===== config.mk =====
export PLATFORM = sky130hd
export DESIGN_NAME = mem_access_unit
export DESIGN_NICKNAME = d
export VERILOG_FILES = /design/src/rtl/mem_access_unit.sv
export SDC_FILE = /design/constraint.sdc
export NUM_CORES = 1
export LEC_CHECK = 0
export ABC_AREA = 1
export CORE_AREA = 2 2 138 140
export CTS_CLUSTER_SIZE = 25
export DETAILED_ROUTE_END_ITERATION = 12
export DIE_AREA = 0 0 140 142
export PLACE_DENSITY = 0.61
export SLEW_MARGIN = 20
export SYNTH_ARGS = -nofsm -noshare
export SYNTH_HDL_FRONTEND = slang
export SYNTH_SLANG_ARGS = --single-unit

===== constraint.sdc =====
create_clock -name clk -period 5.62 [get_ports clk]
set_input_delay 0.843 -clock clk [delete_from_list [all_inputs] [get_ports clk]]
set_output_delay 0.843 -clock clk [all_outputs]
set_load 0.005 [all_outputs]

===== src/rtl/mem_access_unit.sv =====
// rtl/mem_access_unit.sv - MEM-stage load/store engine with byte-lane alignment, req/ack handshake and timeout
module mem_access_unit #(
    parameter int DATA_W  = 32,
    parameter int ADDR_W  = 32,
    parameter int TIMEOUT = 255
) (
    input  logic                clk,
    input  logic                rstn,
    input  logic                req_valid,
    input  logic                req_write,
    input  logic [2:0]          req_op,
    input  logic [ADDR_W-1:0]   req_addr,
    input  logic [DATA_W-1:0]   req_wdata,
    output logic                stall,
    output logic                resp_valid,
    output logic [DATA_W-1:0]   resp_rdata,
    output logic [1:0]          resp_err,
    output logic                mem_en,
    output logic [DATA_W/8-1:0] mem_we,
    output logic [ADDR_W-1:0]   mem_addr,
    output logic [DATA_W-1:0]   mem_wdata,
    input  logic [DATA_W-1:0]   mem_rdata,
    input  logic                mem_ack
);
    localparam int STRB  = DATA_W / 8;
    localparam int OFF_W = $clog2(STRB);

    typedef enum logic [1:0] {IDLE, ACCESS, RESP} state_t;

    state_t              state_q;
    logic [15:0]         timer_q;
    logic                write_q;
    logic [2:0]          op_q;
    logic [OFF_W-1:0]    off_q;
    logic                mem_en_q;
    logic [STRB-1:0]     mem_we_q;
    logic [ADDR_W-1:0]   mem_addr_q;
    logic [DATA_W-1:0]   mem_wdata_q;
    logic                resp_valid_q;
    logic [1:0]          resp_err_q;
    logic [DATA_W-1:0]   resp_rdata_q;

    logic [OFF_W-1:0]    req_off;
    logic [3:0]          req_nbytes;
    logic                op_legal;
    logic                op_aligned;
    logic [STRB-1:0]     size_strb;
    logic [STRB-1:0]     we_d;
    logic [ADDR_W-1:0]   addr_d;
    logic [DATA_W-1:0]   wdata_d;

    // Request decode: legality, alignment and lane placement of the incoming access
    always_comb begin
        req_off    = req_addr[OFF_W-1:0];
        req_nbytes = 4'd1 << req_op[1:0];
        op_legal   = 1'b0;
        if (req_write) begin
            op_legal = (req_op[2] == 1'b0) && ((req_op[1:0] != 2'b11) || (DATA_W == 64));
        end else begin
            case (req_op)
                3'b000, 3'b001, 3'b010, 3'b100, 3'b101: op_legal = 1'b1;
                3'b011, 3'b110:                         op_legal = (DATA_W == 64);
                default:                                op_legal = 1'b0;
            endcase
        end
        op_aligned = (req_addr[2:0] & 3'(req_nbytes - 4'd1)) == 3'b000;
        size_strb  = STRB'((32'd1 << req_nbytes) - 32'd1);
        we_d       = req_write ? (size_strb << req_off) : '0;
        addr_d     = req_addr & ~ADDR_W'(STRB - 1);
        wdata_d    = '0;
        for (int i = 0; i < STRB; i++) begin
            wdata_d[8*i +: 8] = req_wdata[8*(i & (int'(req_nbytes) - 1)) +: 8];
        end
    end

    logic [DATA_W-1:0]   shifted;
    logic [DATA_W-1:0]   sign_src;
    logic [DATA_W-1:0]   ld_mask;
    logic [DATA_W-1:0]   ld_data;
    logic [3:0]          ld_nbytes;
    logic [6:0]          sign_pos;
    logic                ld_sign;

    // Load result: move the addressed lane to bit 0, then mask and extend to the access size
    always_comb begin
        shifted   = mem_rdata >> {off_q, 3'b000};
        ld_nbytes = 4'd1 << op_q[1:0];
        ld_mask   = ~({DATA_W{1'b1}} << {ld_nbytes, 3'b000});
        sign_pos  = {ld_nbytes, 3'b000} - 7'd1;
        sign_src  = shifted >> sign_pos;
        ld_sign   = ~op_q[2] & sign_src[0];
        ld_data   = (shifted & ld_mask) | (ld_sign ? ~ld_mask : '0);
    end

    always_ff @(posedge clk) begin
        if (!rstn) begin
            state_q      <= IDLE;
            timer_q      <= '0;
            write_q      <= 1'b0;
            op_q         <= '0;
            off_q        <= '0;
            mem_en_q     <= 1'b0;
            mem_we_q     <= '0;
            mem_addr_q   <= '0;
            mem_wdata_q  <= '0;
            resp_valid_q <= 1'b0;
            resp_err_q   <= 2'b00;
            resp_rdata_q <= '0;
        end else begin
            case (state_q)
                IDLE: begin
                    if (req_valid) begin
                        write_q <= req_write;
                        op_q    <= req_op;
                        off_q   <= req_off;
                        if (!op_legal || !op_aligned) begin
                            resp_err_q   <= !op_legal ? 2'b10 : 2'b01;
                            resp_rdata_q <= '0;
                            resp_valid_q <= 1'b1;
                            state_q      <= RESP;
                        end else begin
                            mem_en_q    <= 1'b1;
                            mem_we_q    <= we_d;
                            mem_addr_q  <= addr_d;
                            mem_wdata_q <= wdata_d;
                            timer_q     <= '0;
                            state_q     <= ACCESS;
                        end
                    end
                end
                ACCESS: begin
                    // An ack arriving on the timeout cycle still completes the access
                    if (mem_ack) begin
                        mem_en_q     <= 1'b0;
                        mem_we_q     <= '0;
                        resp_err_q   <= 2'b00;
                        resp_rdata_q <= write_q ? '0 : ld_data;
                        resp_valid_q <= 1'b1;
                        state_q      <= RESP;
                    end else if (timer_q == 16'(TIMEOUT - 1)) begin
                        mem_en_q     <= 1'b0;
                        mem_we_q     <= '0;
                        resp_err_q   <= 2'b11;
                        resp_rdata_q <= '0;
                        resp_valid_q <= 1'b1;
                        state_q      <= RESP;
                    end else begin
                        timer_q <= timer_q + 16'd1;
                    end
                end
                RESP: begin
                    resp_valid_q <= 1'b0;
                    state_q      <= IDLE;
                end
                default: state_q <= IDLE;
            endcase
        end
    end

    assign stall      = ((state_q == IDLE) && req_valid) || (state_q == ACCESS);
    assign resp_valid = resp_valid_q;
    assign resp_rdata = resp_rdata_q;
    assign resp_err   = resp_err_q;
    assign mem_en     = mem_en_q;
    assign mem_we     = mem_we_q;
    assign mem_addr   = mem_addr_q;
    assign mem_wdata  = mem_wdata_q;

endmodule

==> results of run 1 <==
## routing by layer
metal	global-route usage [%]	up-vias	routed length [um]
met5	0	-	13
met4	5.00	2	208
met3	9.19	18	2050
met2	32.5	214	9320
met1	26.5	2951	9110
li1	-	3379	-
## worst paths after layout
path | slack (ps) | startpoint | endpoint | cells past startpoint
setup / recovery | 1760 | req_op[1] | mem_wdata[15] | 11
hold / removal | 460 | resp_rdata[13] | resp_rdata[13] | 2
setup reg to reg | 3110 | off_q[1] | resp_rdata[13] | 6
hold reg to reg | 460 | resp_rdata[13] | resp_rdata[13] | 2
## Yosys cell counts
cell | number | area [um^2]
nor2_1 | 67 | 251
nand3b_1 | 1 | 7.51
nand2_4 | 2 | 22.5
or2_0 | 5 | 31.3
buf_2 | 10 | 50.1
a31oi_1 | 3 | 18.8
o21ai_0 | 65 | 325
nand3_4 | 2 | 35.0
a21boi_0 | 2 | 15.0
a21oi_2 | 10 | 87.6
and2_4 | 1 | 8.76
inv_2 | 7 | 26.3
a21oi_1 | 124 | 621
o211ai_1 | 6 | 45.0
o21bai_1 | 5 | 37.5
inv_1 | 45 | 169
nand4_1 | 6 | 37.5
o22ai_1 | 6 | 37.5
nor2_2 | 1 | 6.26
inv_6 | 1 | 8.76
or2_2 | 5 | 31.3
conb_1 | 1 | 3.75
nand2_2 | 17 | 106
xor2_1 | 4 | 35.0
nand2_1 | 318 | 1190
xnor2_1 | 1 | 8.76
o211a_1 | 7 | 70.1
dfxtp_1 | 126 | 2520
nor3b_1 | 1 | 7.51
clkbuf_1 | 31 | 116
buf_6 | 8 | 90.1
ha_1 | 5 | 62.6
nand3_1 | 34 | 170
buf_4 | 8 | 60.1
## sequential cells by signal, indices dropped and copies added, names as in the netlist
name,cells
mem_wdata,32
resp_rdata,32
mem_addr,30
timer_q,16
mem_we,4
op_q,3
off_q,2
resp_err,2
state_q,2
mem_en,1
resp_valid,1
write_q,1
## report_power, final
part / total (uW) / internal [uW] / switching, uW
clock: 1140 / 713 / 432
sequential: 972 / 935 / 37.5
combinational: 474 / 202 / 272
## cell families (layout without fill, tap and decap cells)
group           Yosys count  in the layout
compound gates          228            228
buf+inv                 110            294
other cells               1              2
simple gates            460            460
flops                   126            126
xor+xnor                  5              5
fa+ha+maj                 5              5
## worst max-delay path: cells and delay by family
family / cells / cell delay, ps
buffers and inverters: 4 / 1830
and+or+nand+nor: 4 / 520
AOI/OAI and AO/OA: 2 / 500
adders and majority gates: 1 / 400
## stage by stage
step	total power [uW]	setup slack, ps	hold WS (ps)
floorplan	1260	2900	456
global placement	1470	1600	451
detailed placement	1470	1500	456
CTS	2620	1940	464
global route	2710	1440	473
finish	2590	1760	459
## layout make-up
cell class,count,area share (%)
inverters,53,2.30
well taps,234,3.25
clock inverters,12,1.79
multi-input cells,700,36.5
repair buffers,209,23.2
flip-flops and latches,126,28.0
clock buffers,20,4.97
==> results by group, run 1 <==
Floorplanning
  • Die X: between 100 and 150 um
  • Rows: 50
  • Area of the core: 0.0185 mm^2
  • # IOs: 209
  • Initial cell density of the core: 34.2%
  • Die area: 0.0199 mm^2
  • Die height: 142 um

Power and ir drop
  • PwrDens: 288 mW/mm^2
  • Peak VDD IR: between 0.2 and 0.25 mV
  • Leak pwr: 0.00335 uW

Final layout
  • Finished Core Util: 48.7%
  • Area grow syn2layout: 42.3%
  • Register area: approximately 0.0025 mm^2
  • Fin area: about 0.0090 mm^2
  • Diodes inserted: 0
  • Non-Filler Instances: 1354
  • Layout fillers: 1892
  • Most frequent cells in the layout: 318 x nand2_1, 206 x clkdlybuf4s50_1, 126 x dfxtp_1
  • Multi-input combinational cell area: about 0.0033 mm^2
  • Nets: 1216
  • Most common cell after layout, fill and taps aside: nand2_1
  • Layout cells sized above 1: 7.05%

STA
  • Slew headroom: 29.5%
  • Setup violators final: 0
  • Setup_tns: 0 ps
  • Fin crit share: a little under 70%
  • RSZ-0062 raised after global routing: false
  • Final critical path time including I/O delays and setup: 3860 ps
  • Tightest Pin Transition: ~1100 ps
  • Worst Skew: 9.43 ps
  • Maximum clock rate: 0.259 GHz
  • Final hold violations: 0
  • Fin. max-slew vios: 0

Placed design
  • DP HPWL: 14800 um
  • Gp weighted congestion: approximately 0.83
  • PortBufs: 206
  • Placement Cell Area: 0.00839 mm^2
  • Post-Place Cells: 1322

CTS
  • Deepest clock path buffer count: 2
  • Post-CTS Hold Buffers: 0
  • Post-CTS Resized: 0
  • Clk Latency, worst-skew pair: between 400 and 500 ps
  • # Post-CTS Setup Buffers: 0
  • CTS Root Cell: clkbuf_16
  • CTS buffer count: 17
  • Clk sinks: around 130
  • CTS H-tree lvls: 4
  • CTS tree: yes
  • CTS clock-pin slew for the worst setup and hold paths: 60 ps

Synthesis
  • Mux cell area share after synthesis: 0%
  • Post-Synth Adder-Cell Area: less than 1%
  • Post-Synth XOR/XNOR Area: 0.693%
  • Avg Cell Area, Syn: 6.76 um^2
  • Post-Syn Instances: 935
  • Synth Cell Area: between 0.006 and 0.007 mm^2
  • #FFs+latches synth: around 130
  • Synth Area in Simple Gates: 30.2%
  • Register area share after synthesis: 39.9%
  • Largest family of logic cells by synthesized area: simple AND/OR/NAND/NOR gates
  • Compound-gate portion of the synthesized area: 19.9%
  • Synth cell types: 34
  • Yosys warnings: 0

Route
  • Drt total wl: just over 20000 um
  • # DRC: 8
  • Vias post-DR: 6564
  • Via density: 4.85
  • Wire length per cell: 15.3 um
  • Initial DRC count: roughly 390
  • First drt pass iteration count: 9
  • Post-route ant nets: 0

Global routing
  • Vias in the first global route: 6171
  • Largest net degree at the start of global routing: 66
  • Initial antenna violation count: 1
  • GRT overflow: 0
  • All-Layer GR Usage: 20.8%
  • First-pass GRT wire length: 32800 um

Setup path
  • CP max stage cell: clkinv_2
  • Cell chain of the critical path: clkdlybuf4s50_1 > inv_6 > nand2_4 > ha_1 > inv_1 > nand2_1 > and2_4 > nand3_4 > clkinv_2 > o21ai_0 > a21oi_1
  • Kind of critical path: in2reg
  • Required time of the worst setup path: 5880 ps
  • Setup crit start kind: input port
  • CP Max Fanout: 65
  • CP max stage delay: 700 ps
  • Critical path endpoint category: register
  • Worst Path Arrival: around 4100 ps

Outcome
  • Failing checks: design-rule violations
  • Status: complete, but fails checks

Worst hold path
  • Worst hold path type: reg2reg

Job
  • Max_cap viols: 0
No activity file was read; power rests on OpenSTA's default activity.
==> run 2, diff against run 1 <==
--- a/config.mk
+++ b/config.mk
@@ -10,7 +10,7 @@
 export CTS_CLUSTER_SIZE = 25
 export DETAILED_ROUTE_END_ITERATION = 12
 export DIE_AREA = 0 0 140 142
-export PLACE_DENSITY = 0.61
+export PLACE_DENSITY = 0.63
 export SLEW_MARGIN = 20
 export SYNTH_ARGS = -nofsm -noshare
 export SYNTH_HDL_FRONTEND = slang
==> constraint.sdc (replaced) <==
create_clock -name clk -period 3.2 [get_ports clk]
set_input_delay 0.48 -clock clk [delete_from_list [all_inputs] [get_ports clk]]
set_output_delay 0.48 -clock clk [all_outputs]
set_load 0.005 [all_outputs]
==> results by group, run 2 (same netlist as run 1, synthesis figures left out) <==
Outcome
  • Status: complete, but fails checks (unchanged)
  • Failing checks: design-rule violations (unchanged)

Placed design
  • Placement Cell Area: 0.00851 mm^2 (was 0.00839 mm^2)
  • DP HPWL: 14000 um (was 14800 um)
  • Gp weighted congestion: 0.836 (was 0.834)
  • PortBufs: 206 (unchanged)

Setup path
  • Worst Path Arrival: 2750 ps (was 4120 ps)
  • FF-to-FF path depth: 7 (was 6)
  • Worst R2R Start: off_q[0] (was off_q[1])
  • CP max stage delay: 520 ps (was 700 ps)
  • Required time of the worst setup path: 3530 ps (was 5880 ps)
  • CP max stage cell: clkdlybuf4s50_1 (was clkinv_2)
  • Kind of critical path: in2reg (unchanged)
  • Setup crit start kind: input port (unchanged)
  • R2r endpoint: resp_rdata[9] (was resp_rdata[13])
  • Critical path endpoint category: register (unchanged)
  • CP Max Fanout: 36 (was 65)
  • R2R setup slack: 1200 ps (was 3110 ps)
  • Cell chain of the critical path: clkdlybuf4s50_1 > inv_6 > nand2_4 > ha_1 > inv_1 > nand2_1 > nand3_1 > nand2_2 > nand2_2 > nand3_4 > buf_4 > nand2_1 > a21oi_1 (was clkdlybuf4s50_1 > inv_6 > nand2_4 > ha_1 > inv_1 > nand2_1 > and2_4 > nand3_4 > clkinv_2 > o21ai_0 > a21oi_1)

Route
  • # DRC: 8 (unchanged)
  • Drt total wl: 19900 um (was 20700 um)
  • First drt pass iteration count: 12 (was 9)
  • Wire length per cell: 14.6 um (was 15.3 um)
  • Vias post-DR: 6580 (was 6564)
  • Via density: 4.82 (was 4.85)
  • Initial DRC count: 413 (was 387)
  • Post-route ant nets: 0 (unchanged)

STA
  • Final critical path time including I/O delays and setup: 2420 ps
  • Worst Skew: 8.15 ps (was 9.43 ps)
  • Tightest Pin Transition: 746 ps (was 1060 ps)
  • RSZ-0062 raised after global routing: false (unchanged)
  • Final hold violations: 0 (unchanged)
  • Maximum clock rate: around 0.41 GHz
  • Slew headroom: 50.1% (was 29.5%)
  • Setup violators final: 0 (unchanged)
  • Fin. max-slew vios: 0 (unchanged)
  • Fin crit share: 75.5%
  • Setup_tns: 0 ps (unchanged)

Final layout
  • Area grow syn2layout: 43.3% (was 42.3%)
  • Nets: 1227 (was 1216)
  • Diodes inserted: 0 (unchanged)
  • Most frequent cells in the layout: 318 x nand2_1, 206 x clkdlybuf4s50_1, 126 x dfxtp_1 (unchanged)
  • Layout cells sized above 1: 7.79% (was 7.05%)
  • Most common cell after layout, fill and taps aside: nand2_1 (unchanged)
  • Fin area: 0.00906 mm^2 (was 0.00899 mm^2)

Global routing
  • GR Util met1: 24.9% (was 26.5%)
  • First-pass GRT wire length: 31700 um (was 32800 um)
  • Vias in the first global route: 6189 (was 6171)
  • GRT overflow: 0 (unchanged)
  • Busiest grt layer: met2 (unchanged)
  • Initial antenna violation count: 0 (was 1)
  • All-Layer GR Usage: 20.1% (was 20.8%)
  • Met3 GRT Util: 8.68% (was 9.19%)
  • Largest net degree at the start of global routing: 67 (was 66)
  • GR Util met2: 31.7% (was 32.5%)

Power and ir drop
  • PwrDens: 484 mW/mm^2 (was 288 mW/mm^2)
  • Peak VDD IR: 0.421 mV (was 0.220 mV)
  • Leak pwr: 0.00339 uW (was 0.00335 uW)

Job
  • Max_cap viols: 0 (unchanged)

Floorplanning
  • Initial cell density of the core: 34.2% (unchanged)
  • Die area: 0.0199 mm^2 (unchanged)
  • Rows: 50 (unchanged)
  • # IOs: 209 (unchanged)
  • Die X: 140 um (unchanged)
  • Die height: 142 um (unchanged)
  • Area of the core: 0.0185 mm^2 (unchanged)

Worst hold path
  • Hold depth: 2 (unchanged)
  • Hold path start: resp_rdata[18] (was resp_rdata[13])
  • Worst hold path type: reg2reg (unchanged)
  • Hold endpoint: resp_rdata[18] (was resp_rdata[13])

CTS
  • CTS Root Cell: clkbuf_16 (unchanged)
  • CTS H-tree lvls: 4 (unchanged)
  • Deepest clock path buffer count: 2 (unchanged)
  • Clk Latency, worst-skew pair: 420 ps (about the same)
  • Clk sinks: 126 (unchanged)
  • Post-CTS Resized: 0 (unchanged)
  • CTS tree: yes (unchanged)
  • Post-CTS Hold Buffers: 0 (unchanged)
  • CTS buffer count: 17 (unchanged)
  • CTS clock-pin slew for the worst setup and hold paths: 60 ps (about the same)
  • # Post-CTS Setup Buffers: 0 (unchanged)
==> run 2: cell types whose count changed in the layout (fill, tap and decap cells not counted) <==
cell and delta:
bufinv_16 -2, inv_6 -1, clkinvlp_4 +1, buf_4 +8
clkbuf_1 +1, inv_2 +1, clkbuf_8 +1, buf_12 +3
clkinv_4 -2
==> run 2: worst max path at each step <==
stage,startpoint,end,slack [ps],cells after the start
final,req_op[1],resp_rdata[5],780,13
after global routing,req_op[1],resp_rdata[25],560,13
after CTS,req_op[1],resp_rdata[5],780,13
after detailed placement,req_op[1],resp_err[0],350,14
after global placement,req_op[1],resp_err[0],410,14
after floorplan,req_op[1],mem_wdata[22],850,13
==> run 2: through the flow <==
step | utilization [%] | hold slack (ps) | std cells | total power [uW] | worst slack [ps]
final | 49.1 | 461 | 1364 | 4380 | 783
after global routing | 49.1 | 481 | 1364 | 4620 | 555
after CTS | 49.1 | 466 | 1364 | 4440 | 784
after detailed placement | 46.1 | 457 | 1333 | 2600 | 346
after global placement | 46.1 | 447 | 1333 | 2590 | 406
after floorplan | - | 456 | 936 | 2220 | 847
==> run 2: power by group <==
part           switching [uW]  internal, uW
clock network             723          1100
registers                53.8          1640
logic                     486           375
==> run 2: worst max-delay path, delay by kind of cell <==
family | cells | cell delay, ps
buffers and inverters | 4 | 1090
AOI/OAI and AO/OA | 1 | 140
and+or+nand+nor | 7 | 680
adders and majority gates | 1 | 340
==> run 2: layout make-up <==
cell class	instances	area (um^2)
fillers	1848	9400
flip-flops and latches	126	2520
well taps	234	293
multi-input cells	700	3280
repair buffers	220	2200
inverters	53	205
clock buffers	22	464
clock inverters	9	87.6
==> run 2: metal layers <==
metal	vias to the layer above	share of wire (%)
met2	227	45
met3	22	9.8
met4	0	1.6
met5	-	0
li1	3393	-
met1	2938	44
==> run 3, diff against run 2 <==
--- a/config.mk
+++ b/config.mk
@@ -10,7 +10,7 @@
 export CTS_CLUSTER_SIZE = 25
 export DETAILED_ROUTE_END_ITERATION = 12
 export DIE_AREA = 0 0 140 142
-export PLACE_DENSITY = 0.63
+export PLACE_DENSITY = 0.61
 export SLEW_MARGIN = 20
 export SYNTH_ARGS = -nofsm -noshare
 export SYNTH_HDL_FRONTEND = slang
==> constraint.sdc (replaced) <==
create_clock -name clk -period 2.45 [get_ports clk]
set_input_delay 0.3675 -clock clk [delete_from_list [all_inputs] [get_ports clk]]
set_output_delay 0.3675 -clock clk [all_outputs]
set_load 0.005 [all_outputs]
==> results by group, run 3 (same netlist as run 1, synthesis figures left out) <==
Power and ir drop
  • Peak VDD IR: 0.509 mV (was 0.421 mV)
  • PwrDens: 633 mW/mm^2 (was 484 mW/mm^2)
  • Leak pwr: 0.00352 uW (was 0.00339 uW)

CTS
  • CTS H-tree lvls: 4 (unchanged)
  • Post-CTS Resized: 0 (unchanged)
  • CTS Root Cell: clkbuf_16 (unchanged)
  • CTS buffer count: 17 (unchanged)
  • Deepest clock path buffer count: 2 (unchanged)
  • CTS clock-pin slew for the worst setup and hold paths: 60 ps (about the same)
  • # Post-CTS Setup Buffers: 0 (unchanged)
  • Post-CTS Hold Buffers: 0 (unchanged)
  • Clk sinks: 126 (unchanged)
  • CTS tree: yes (unchanged)
  • Clk Latency, worst-skew pair: 420 ps (about the same)

Setup path
  • R2R setup slack: 690 ps (was 1200 ps)
  • R2r endpoint: resp_rdata[18] (was resp_rdata[9])
  • Worst Path Arrival: 2460 ps (was 2750 ps)
  • Required time of the worst setup path: 2760 ps (was 3530 ps)
  • Critical path endpoint category: register (unchanged)
  • Kind of critical path: in2reg (unchanged)
  • FF-to-FF path depth: 8 (was 7)
  • Worst R2R Start: off_q[1] (was off_q[0])
  • CP Max Fanout: 19 (was 36)
  • Setup crit start kind: input port (unchanged)

STA
  • Maximum clock rate: 0.464 GHz
  • Worst Skew: 7.15 ps (was 8.15 ps)
  • Fin crit share: 88.0%
  • Final hold violations: 0 (unchanged)
  • Fin. max-slew vios: 0 (unchanged)
  • RSZ-0062 raised after global routing: false (unchanged)
  • Final worst slack: 294 ps (was 783 ps)
  • Final critical path time including I/O delays and setup: 2160 ps
  • Setup_tns: 0 ps (unchanged)
  • Setup violators final: 0 (unchanged)

Final layout
  • Layout cells sized above 1: 9.57% (was 7.79%)
  • Diodes inserted: 0 (unchanged)
  • Finished Core Util: 50.3% (was 49.1%)
  • Multi-input combinational cell area: 0.00328 mm^2 (unchanged)
  • Nets: 1248 (was 1227)
  • Most common cell after layout, fill and taps aside: nand2_1 (unchanged)
  • Layout fillers: 1850 (was 1848)
  • Register area: 0.00252 mm^2 (unchanged)
  • Area grow syn2layout: 47.0% (was 43.3%)
  • Most frequent cells in the layout: 318 x nand2_1, 206 x clkdlybuf4s50_1, 126 x dfxtp_1 (unchanged)

Global routing
  • First-pass GRT wire length: 33200 um (was 31700 um)
  • All-Layer GR Usage: 20.9% (was 20.1%)
  • Initial antenna violation count: 0 (unchanged)
  • Vias in the first global route: 6341 (was 6189)
  • Largest net degree at the start of global routing: 39 (was 67)
  • GRT overflow: 0 (unchanged)

Outcome
  • Status: complete, but fails checks (unchanged)
  • Failing checks: design-rule violations (unchanged)

Route
  • Via density: 4.77 (was 4.82)
  • Initial DRC count: 373 (was 413)
  • Wire length per cell: 14.9 um (was 14.6 um)
  • # DRC: 8 (unchanged)
  • Post-route ant nets: 0 (unchanged)
  • Vias post-DR: 6598 (was 6580)
  • First drt pass iteration count: 10 (was 12)
  • Drt total wl: 20700 um (was 19900 um)

Floorplanning
  • Die area: 0.0199 mm^2 (unchanged)
  • Area of the core: 0.0185 mm^2 (unchanged)
  • Initial cell density of the core: 34.2% (unchanged)
  • Die X: 140 um (unchanged)
  • # IOs: 209 (unchanged)
  • Rows: 50 (unchanged)
  • Die height: 142 um (unchanged)

Worst hold path
  • Hold depth: 2 (unchanged)
  • Hold path start: resp_rdata[12] (was resp_rdata[18])
  • Worst hold path type: reg2reg (unchanged)
  • Hold endpoint: resp_rdata[12] (was resp_rdata[18])

Job
  • Max_cap viols: 0 (unchanged)

Placed design
  • Placement Setup Slack: -115 ps (was 346 ps)
  • Gp weighted congestion: 0.873 (was 0.836)
  • PortBufs: 206 (unchanged)
  • DP HPWL: 14800 um (was 14000 um)
run 3: cell types whose count changed in the layout (fill, tap and decap cells not counted), sizes merged:
| cell | before | now |
|---|---|---|
| clkbuf | 22 | 19 |
| clkinv | 4 | 7 |
| buf | 14 | 35 |
| bufinv | 1 | 2 |
| inv | 53 | 52 |
| clkinvlp | 4 | 3 |
run 3: how the worst max path moves through the flow:
stage | startpoint | to | depth (start not counted)
6_report | req_op[0] | mem_wdata[31] | 11
3_3_place_gp | req_op[0] | mem_wdata[31] | 11
5_1_grt | req_op[0] | mem_we[3] | 13
3_5_place_dp | req_op[0] | mem_wdata[31] | 11
2_1_floorplan | req_op[1] | mem_wdata[22] | 13
4_1_cts | state_q[1] | stall | 5
run 3: layout make-up:
type | count | area share, %
Clock inverter | 11 | 1.29
Inverter | 53 | 2.21
Multi-Input combinational cell | 700 | 35.3
Timing Repair Buffer | 241 | 26.1
Sequential cell | 126 | 27.2
Tap cell | 234 | 3.15
Clock buffer | 19 | 4.77
run 3: worst max-delay path, cell delays in order:
cell,delay [ps]
clkdlybuf4s50_1,550
inv_2,50
buf_4,140
nand2_4,50
buf_4,220
inv_1,170
nand2_1,80
a21boi_0,410
o21ai_0,230
nor2_1,130
nor2_1,40
run 3: per-layer routing:
| layer | vias up | wire, um | GRT usage (%) |
|---|---|---|---|
| li1 | 3429 | - | - |
| met1 | 2931 | 9010 | 25.8 |
| met2 | 215 | 9310 | 33.5 |
| met3 | 23 | 2060 | 9.56 |
| met4 | 0 | 305 | 5.21 |
| met5 | - | 0 | 0 |
run 3: through the flow:
stage / instance area (um^2) / power (uW) / cells / hold WS (ps)
CTS: 9290 / 5940 / 1384 / 464
global placement: 8730 / 3470 / 1354 / 451
finish: 9290 / 5880 / 1384 / 460
floorplan: 6320 / 2890 / 936 / 456
detailed placement: 8730 / 3470 / 1354 / 456
global route: 9290 / 6160 / 1384 / 478
run 3: power by group:
part	switching (uW)	leakage [uW]	internal, uW
sequential	62.6	0.00102	2140
clock	953	0.000270	1510
combinational	665	0.00223	552
total	1680	0.00352	4200
